==> config.mk <==
export PLATFORM = sky130hd
export DESIGN_NAME = right_shift_scheduler_flat
export DESIGN_NICKNAME = d
export VERILOG_FILES = /design/src/rtl/right_shift_scheduler_if.sv /design/src/rtl/right_shift_scheduler.sv /design/src/flat_wrapper.sv
export SDC_FILE = /design/constraint.sdc
export NUM_CORES = 1
export LEC_CHECK = 0
export CAP_MARGIN = 10
export CORE_MARGIN = 2
export CORE_UTILIZATION = 49
export CTS_BUF_LIST = sky130_fd_sc_hd__clkbuf_16
export CTS_CLUSTER_SIZE = 12
export DETAILED_ROUTE_END_ITERATION = 16
export PLACE_DENSITY = 0.88
export SLEW_MARGIN = 5
export SYNTH_ARGS = -nofsm -noshare
export SYNTH_HDL_FRONTEND = slang
export SYNTH_SLANG_ARGS = --single-unit
==> constraint.sdc <==
create_clock -name clk -period 3.12 [get_ports clk]
set_clock_uncertainty 0.05 [all_clocks]
set_input_delay 0.624 -clock clk [delete_from_list [all_inputs] [get_ports clk]]
set_output_delay 0.624 -clock clk [all_outputs]
set_load 0.01 [all_outputs]
==> src/rtl/right_shift_scheduler_if.sv <==
// Handshake bundle between the two shift requesters, the shared
// shift unit front-end, and the downstream consumer.
interface right_shift_scheduler_if #(
   parameter int WIDTH = 16
);
   logic             req0_valid;
   logic             req0_ready;
   logic [WIDTH-1:0] req0_a;
   logic [WIDTH-1:0] req0_b;
   logic             req1_valid;
   logic             req1_ready;
   logic [WIDTH-1:0] req1_a;
   logic [WIDTH-1:0] req1_b;
   logic             out_valid;
   logic             out_ready;
   logic [WIDTH-1:0] out;
   logic             out_id;

   modport master (
      output req0_valid, req0_a, req0_b,
      input  req0_ready,
      output req1_valid, req1_a, req1_b,
      input  req1_ready,
      input  out_valid, out, out_id,
      output out_ready
   );

   modport slave (
      input  req0_valid, req0_a, req0_b,
      output req0_ready,
      input  req1_valid, req1_a, req1_b,
      output req1_ready,
      output out_valid, out, out_id,
      input  out_ready
   );
endinterface

==> src/rtl/right_shift_scheduler.sv <==
// Round-robin front-end sharing one logical right shifter between two
// requesters; one-cycle registered result with full backpressure.
module right_shift_scheduler #(
   parameter int WIDTH = 16
) (
   input logic                    clk,
   input logic                    rst_n,
   right_shift_scheduler_if.slave bus
);
   typedef enum logic {EMPTY, FULL} state_t;

   state_t           state_q;
   state_t           state_d;
   logic             prio_q;
   logic [WIDTH-1:0] out_q;
   logic             id_q;

   logic             out_valid;
   logic             can_accept;
   logic             any_valid;
   logic             win;
   logic             accept;
   logic [WIDTH-1:0] sh0;
   logic [WIDTH-1:0] sh1;

   assign out_valid  = (state_q == FULL);
   assign can_accept = !out_valid || bus.out_ready;
   assign any_valid  = bus.req0_valid || bus.req1_valid;
   assign accept     = can_accept && any_valid;

   // Contention goes to prio; a lone valid always wins.
   assign win = (bus.req0_valid && bus.req1_valid) ? prio_q
                                                   : bus.req1_valid;

   assign bus.req0_ready = can_accept && bus.req0_valid && !win;
   assign bus.req1_ready = can_accept && bus.req1_valid && win;

   // A WIDTH-bit shift amount >= WIDTH naturally yields zero.
   assign sh0 = bus.req0_a >> bus.req0_b;
   assign sh1 = bus.req1_a >> bus.req1_b;

   always_ff @(posedge clk or negedge rst_n) begin
      if (!rst_n) begin
         state_q <= EMPTY;
      end else begin
         state_q <= state_d;
      end
   end

   always_comb begin
      state_d = state_q;
      unique case (state_q)
         EMPTY: begin
            if (any_valid) state_d = FULL;
         end
         FULL: begin
            if (bus.out_ready && !any_valid) state_d = EMPTY;
         end
         default: state_d = EMPTY;
      endcase
   end

   always_ff @(posedge clk or negedge rst_n) begin
      if (!rst_n) begin
         out_q  <= '0;
         id_q   <= 1'b0;
         prio_q <= 1'b0;
      end else if (accept) begin
         out_q  <= win ? sh1 : sh0;
         id_q   <= win;
         prio_q <= !win;
      end
   end

   assign bus.out_valid = out_valid;
   assign bus.out       = out_q;
   assign bus.out_id    = id_q;
endmodule

==> src/flat_wrapper.sv <==
// flat-port wrapper written by rule: the top's interface ports become plain ports
module right_shift_scheduler_flat 
#(
   parameter int WIDTH = 16
)
  (clk, rst_n, bus_req0_valid, bus_req0_a, bus_req0_b, bus_req0_ready, bus_req1_valid, bus_req1_a, bus_req1_b, bus_req1_ready, bus_out_valid, bus_out, bus_out_id, bus_out_ready);
  right_shift_scheduler_if #(.WIDTH(WIDTH)) bus_i ();
  input logic clk;
  input logic rst_n;
  input wire logic [$bits(bus_i.req0_valid)-1:0] bus_req0_valid;
  input wire logic [$bits(bus_i.req0_a)-1:0] bus_req0_a;
  input wire logic [$bits(bus_i.req0_b)-1:0] bus_req0_b;
  output wire logic [$bits(bus_i.req0_ready)-1:0] bus_req0_ready;
  input wire logic [$bits(bus_i.req1_valid)-1:0] bus_req1_valid;
  input wire logic [$bits(bus_i.req1_a)-1:0] bus_req1_a;
  input wire logic [$bits(bus_i.req1_b)-1:0] bus_req1_b;
  output wire logic [$bits(bus_i.req1_ready)-1:0] bus_req1_ready;
  output wire logic [$bits(bus_i.out_valid)-1:0] bus_out_valid;
  output wire logic [$bits(bus_i.out)-1:0] bus_out;
  output wire logic [$bits(bus_i.out_id)-1:0] bus_out_id;
  input wire logic [$bits(bus_i.out_ready)-1:0] bus_out_ready;
  assign bus_i.req0_valid = bus_req0_valid;
  assign bus_i.req0_a = bus_req0_a;
  assign bus_i.req0_b = bus_req0_b;
  assign bus_req0_ready = bus_i.req0_ready;
  assign bus_i.req1_valid = bus_req1_valid;
  assign bus_i.req1_a = bus_req1_a;
  assign bus_i.req1_b = bus_req1_b;
  assign bus_req1_ready = bus_i.req1_ready;
  assign bus_out_valid = bus_i.out_valid;
  assign bus_out = bus_i.out;
  assign bus_out_id = bus_i.out_id;
  assign bus_i.out_ready = bus_out_ready;
  right_shift_scheduler #(.WIDTH(WIDTH)) u_core (.clk(clk), .rst_n(rst_n), .bus(bus_i));
endmodule
==> flow_summary.ini <==
[detailed_routing]
num_vias = 2393
routed_wl_um = 7020
top_layer = met4
first_iter_violations = 146
ant_nets = 0
first_pass_iters = 4
dr_wl_met2_um = 3640
avgViaCountPerCell = 6.52
routedWlPerCell_um = 19.1
met1Wirelength_um = 2770
drc = 0
wl_met3_um = 527

[yosys]
synth-main-ff-cell = dfrtp_1
yosysTopAreaCell = mux4_2
ys.warnings.count = 0
synthArstFlopShare_pct = 100
yosysUniqueCellTypes = 52
seq_area_frac_synth_pct = 20.4
synth_edf_count = 0
avgSynthCellArea_sq_um = 10.1
synthesis.nets = 301
synth_top_area_share_pct = 26.0
synthCells = 232
yosys-top-cells-area = mux4_2 (26%), dfrtp_1 (20%), mux2i_1 (8.6%)
ys_ff_latch = 19
netlist_area_sq_mm = 0.00234

[global_routing]
antenna_found_initial = 0
grt_pass1_vias = 2253
grt_max_degree = 23
grt_util_all_layers_pct = 26.5
grt-ovfl-total = 0
grt_pass1_wl_um = 10900

[timing]
final.setup.tns_ns = 0
setup_slack_ns = 0.390
setup_viol = 0
drv_slew = 0
worst_pin_slew_ns = 0.888
rsz0062_at_grt = false
fmax_mhz = 366
finalHoldViolCount = 0
final_min_period_over_clock_period_pct = 87.5
maxSlewHeadroom_pct = 40.6
fin_crit_ns = 2.73

[setup_path]
crit_path_frequent_cell = clkdlybuf4s50_1
crit_chain = clkdlybuf4s50_1 > nand2b_1 > and3_1 > clkdlybuf4s50_1
critPathArrivalTime_ns = 2.06
required_ns = 2.45
worst-setup-path-type = in2out
max_stage_delay_ns = 0.54
start_kind = primary input
reg2reg_depth = 5
path_buf_inv = 2
crit_path_top_delay_cell = clkdlybuf4s50_1
crit_family = buffers and inverters
path_max_fanout = 7
endpoint_kind = output pin
crit_cells = 4

[placement]
place_hpwl_um = 5600
io_buffer_count = 88
pre_cts_ws_ns = 0.214
gp_congestion = 0.893

[clock_network]
postCtsSetupBuffers = 0
hold_buffers = 0
clock_latency_ns = 0.25
cts_tree = done
cts.clk_slew.worst_paths_ns = 0.05
htree_num_levels = 1
cts_buffer_depth = 2
clock_sinks = 19
ctsRootBufferMaster = clkbuf_16
cts_resized = 0
cts_buffers = 3

[pwr]
cellLeakagePower_nw = 1.32
power.share.clock_pct = 29.5
p_per_area_mw_per_mm2 = 261
seq_power_share_pct = 29.4
p_sw_w = 0.000247
p_int_w = 0.000632
peakVddDrop_uv = 215
combPwrFrac_pct = 41.1
swShare_pct = 28.1

[final_layout]
layout-drive-gt1-share_pct = 17.3
final_nets = 383
fillers = 329
syn_to_final_growth_pct = 44.3
n_antenna_cell = 0

[min_path]
whs_path_depth = 1
holdCritPathClass = reg2reg

[floorplanning]
die_x_um = 73.0
num_io_pins = 89
initial_core_util_pct = 50.1
core_sq_mm = 0.00466
die-height_um = 73.0
die_area_sq_mm = 0.00534
rows = 25

[run_status]
status = finished, final reports clean

[flow_run]
drv_cap = 0
-- area by class of cell --
cell class / count / area [sq um] / share of cell area, %
inverters: 3 / 11.3 / 0.334
multi-input cells: 186 / 1730 / 51.4
clock inverters: 1 / 5.00 / 0.148
repair buffers: 101 / 1000 / 29.8
well taps: 54 / 67.6 / 2.00
clock buffers: 3 / 75.1 / 2.23
flip-flops and latches: 19 / 475 / 14.1
-- sequential cells by signal, indices dropped and copies added (netlist names) --
signal                cells
u_core.bus.out_id         1
u_core.bus.out           16
u_core.prio_q             1
u_core.bus.out_valid      1
-- per-layer routing --
layer	track usage [%]	vias up
li1	-	1102
met1	36.2	1159
met2	45.6	122
met3	3.18	10
met4	5.14	0
met5	0	-
-- through the flow --
step | total power, W | cells | cell area [sq um] | utilization (%) | hold WS (ns)
global route | 0.000922 | 367 | 3370 | 72.3 | 0.453
global placement | 0.000610 | 363 | 3290 | 70.6 | 0.408
detailed placement | 0.000621 | 363 | 3290 | 70.6 | 0.424
finish | 0.000879 | 367 | 3370 | 72.3 | 0.432
floorplan | 0.000456 | 232 | 2340 | - | 0.278
CTS | 0.000881 | 367 | 3370 | 72.3 | 0.436
-- power groups by stage --
stage               Clock, W  Combinational, W  Sequential, W
global route        0.000277          0.000386       0.000259
detailed placement         0          0.000358       0.000263
CTS                 0.000263          0.000360       0.000258
floorplan                  0          0.000192       0.000264
global placement           0          0.000349       0.000262
finish              0.000259          0.000362       0.000258
-- cell usage after synthesis (2+ instances only) --
library cell and n:
a211o_1 3, a211oi_1 4, a21o_1 3, a21oi_1 4
a221o_1 5, a221oi_1 2, a31oi_1 2, and3_1 2
buf_1 2, buf_2 9, buf_6 2, clkbuf_1 11
dfrtp_1 19, inv_1 2, mux2_1 2, mux2_2 5
mux2_4 4, mux2i_1 20, mux4_2 27, nand2_1 22
nand3_1 6, nand3b_1 3, nor2_1 13, nor2b_1 4
nor3_1 7, nor3b_1 3, nor4_1 8, o211ai_1 3
o21ai_0 2, o21ai_1 4, o31a_1 3, o31ai_1 2
o32ai_1 2, or3_1 4
-- worst paths after layout --
kind	start	end	slack (ns)
worst max-delay path	bus_out_ready	bus_req0_ready	0.39
worst min-delay path	u_core.bus.out[9]	u_core.bus.out[9]	0.43
worst max register to register	u_core.bus.out_valid	u_core.bus.out[7]	1.31
worst min register to register	u_core.bus.out[9]	u_core.bus.out[9]	0.43
max in group asynchronous	rst_n	u_core.bus.out[4]	1.65
min in group asynchronous	rst_n	u_core.bus.out_id	0.83
-- cells in the final DEF (no fill, tap or decap), types with 3 or more instances in the layout --
master           Yosys  layout
nor2_1              13      13
or3_1                4       4
a221o_1              5       5
o211ai_1             3       3
nor3b_1              3       3
nor3_1               7       7
mux2_2               5       5
a21o_1               3       3
nor2b_1              4       4
nand2_1             22      22
mux4_2              27      27
mux2_4               4       4
clkbuf_16            0       3
nand3_1              6       6
o31a_1               3       3
nand3b_1             3       3
dfrtp_1             19      19
mux2i_1             20      20
a211o_1              3       3
a21oi_1              4       4
buf_4                0      11
a211oi_1             4       4
clkdlybuf4s50_1      0      88
o21ai_1              4       4
nor4_1               8       8
-- kinds of logic after synthesis --
family / synth area share (%)
and+or+nand+nor: 17.2
AOI/OAI and AO/OA: 16.4
buffers and inverters: 5.46
muxes: 40.5
DFF: 20.4
(Power assumes the default switching activity.)
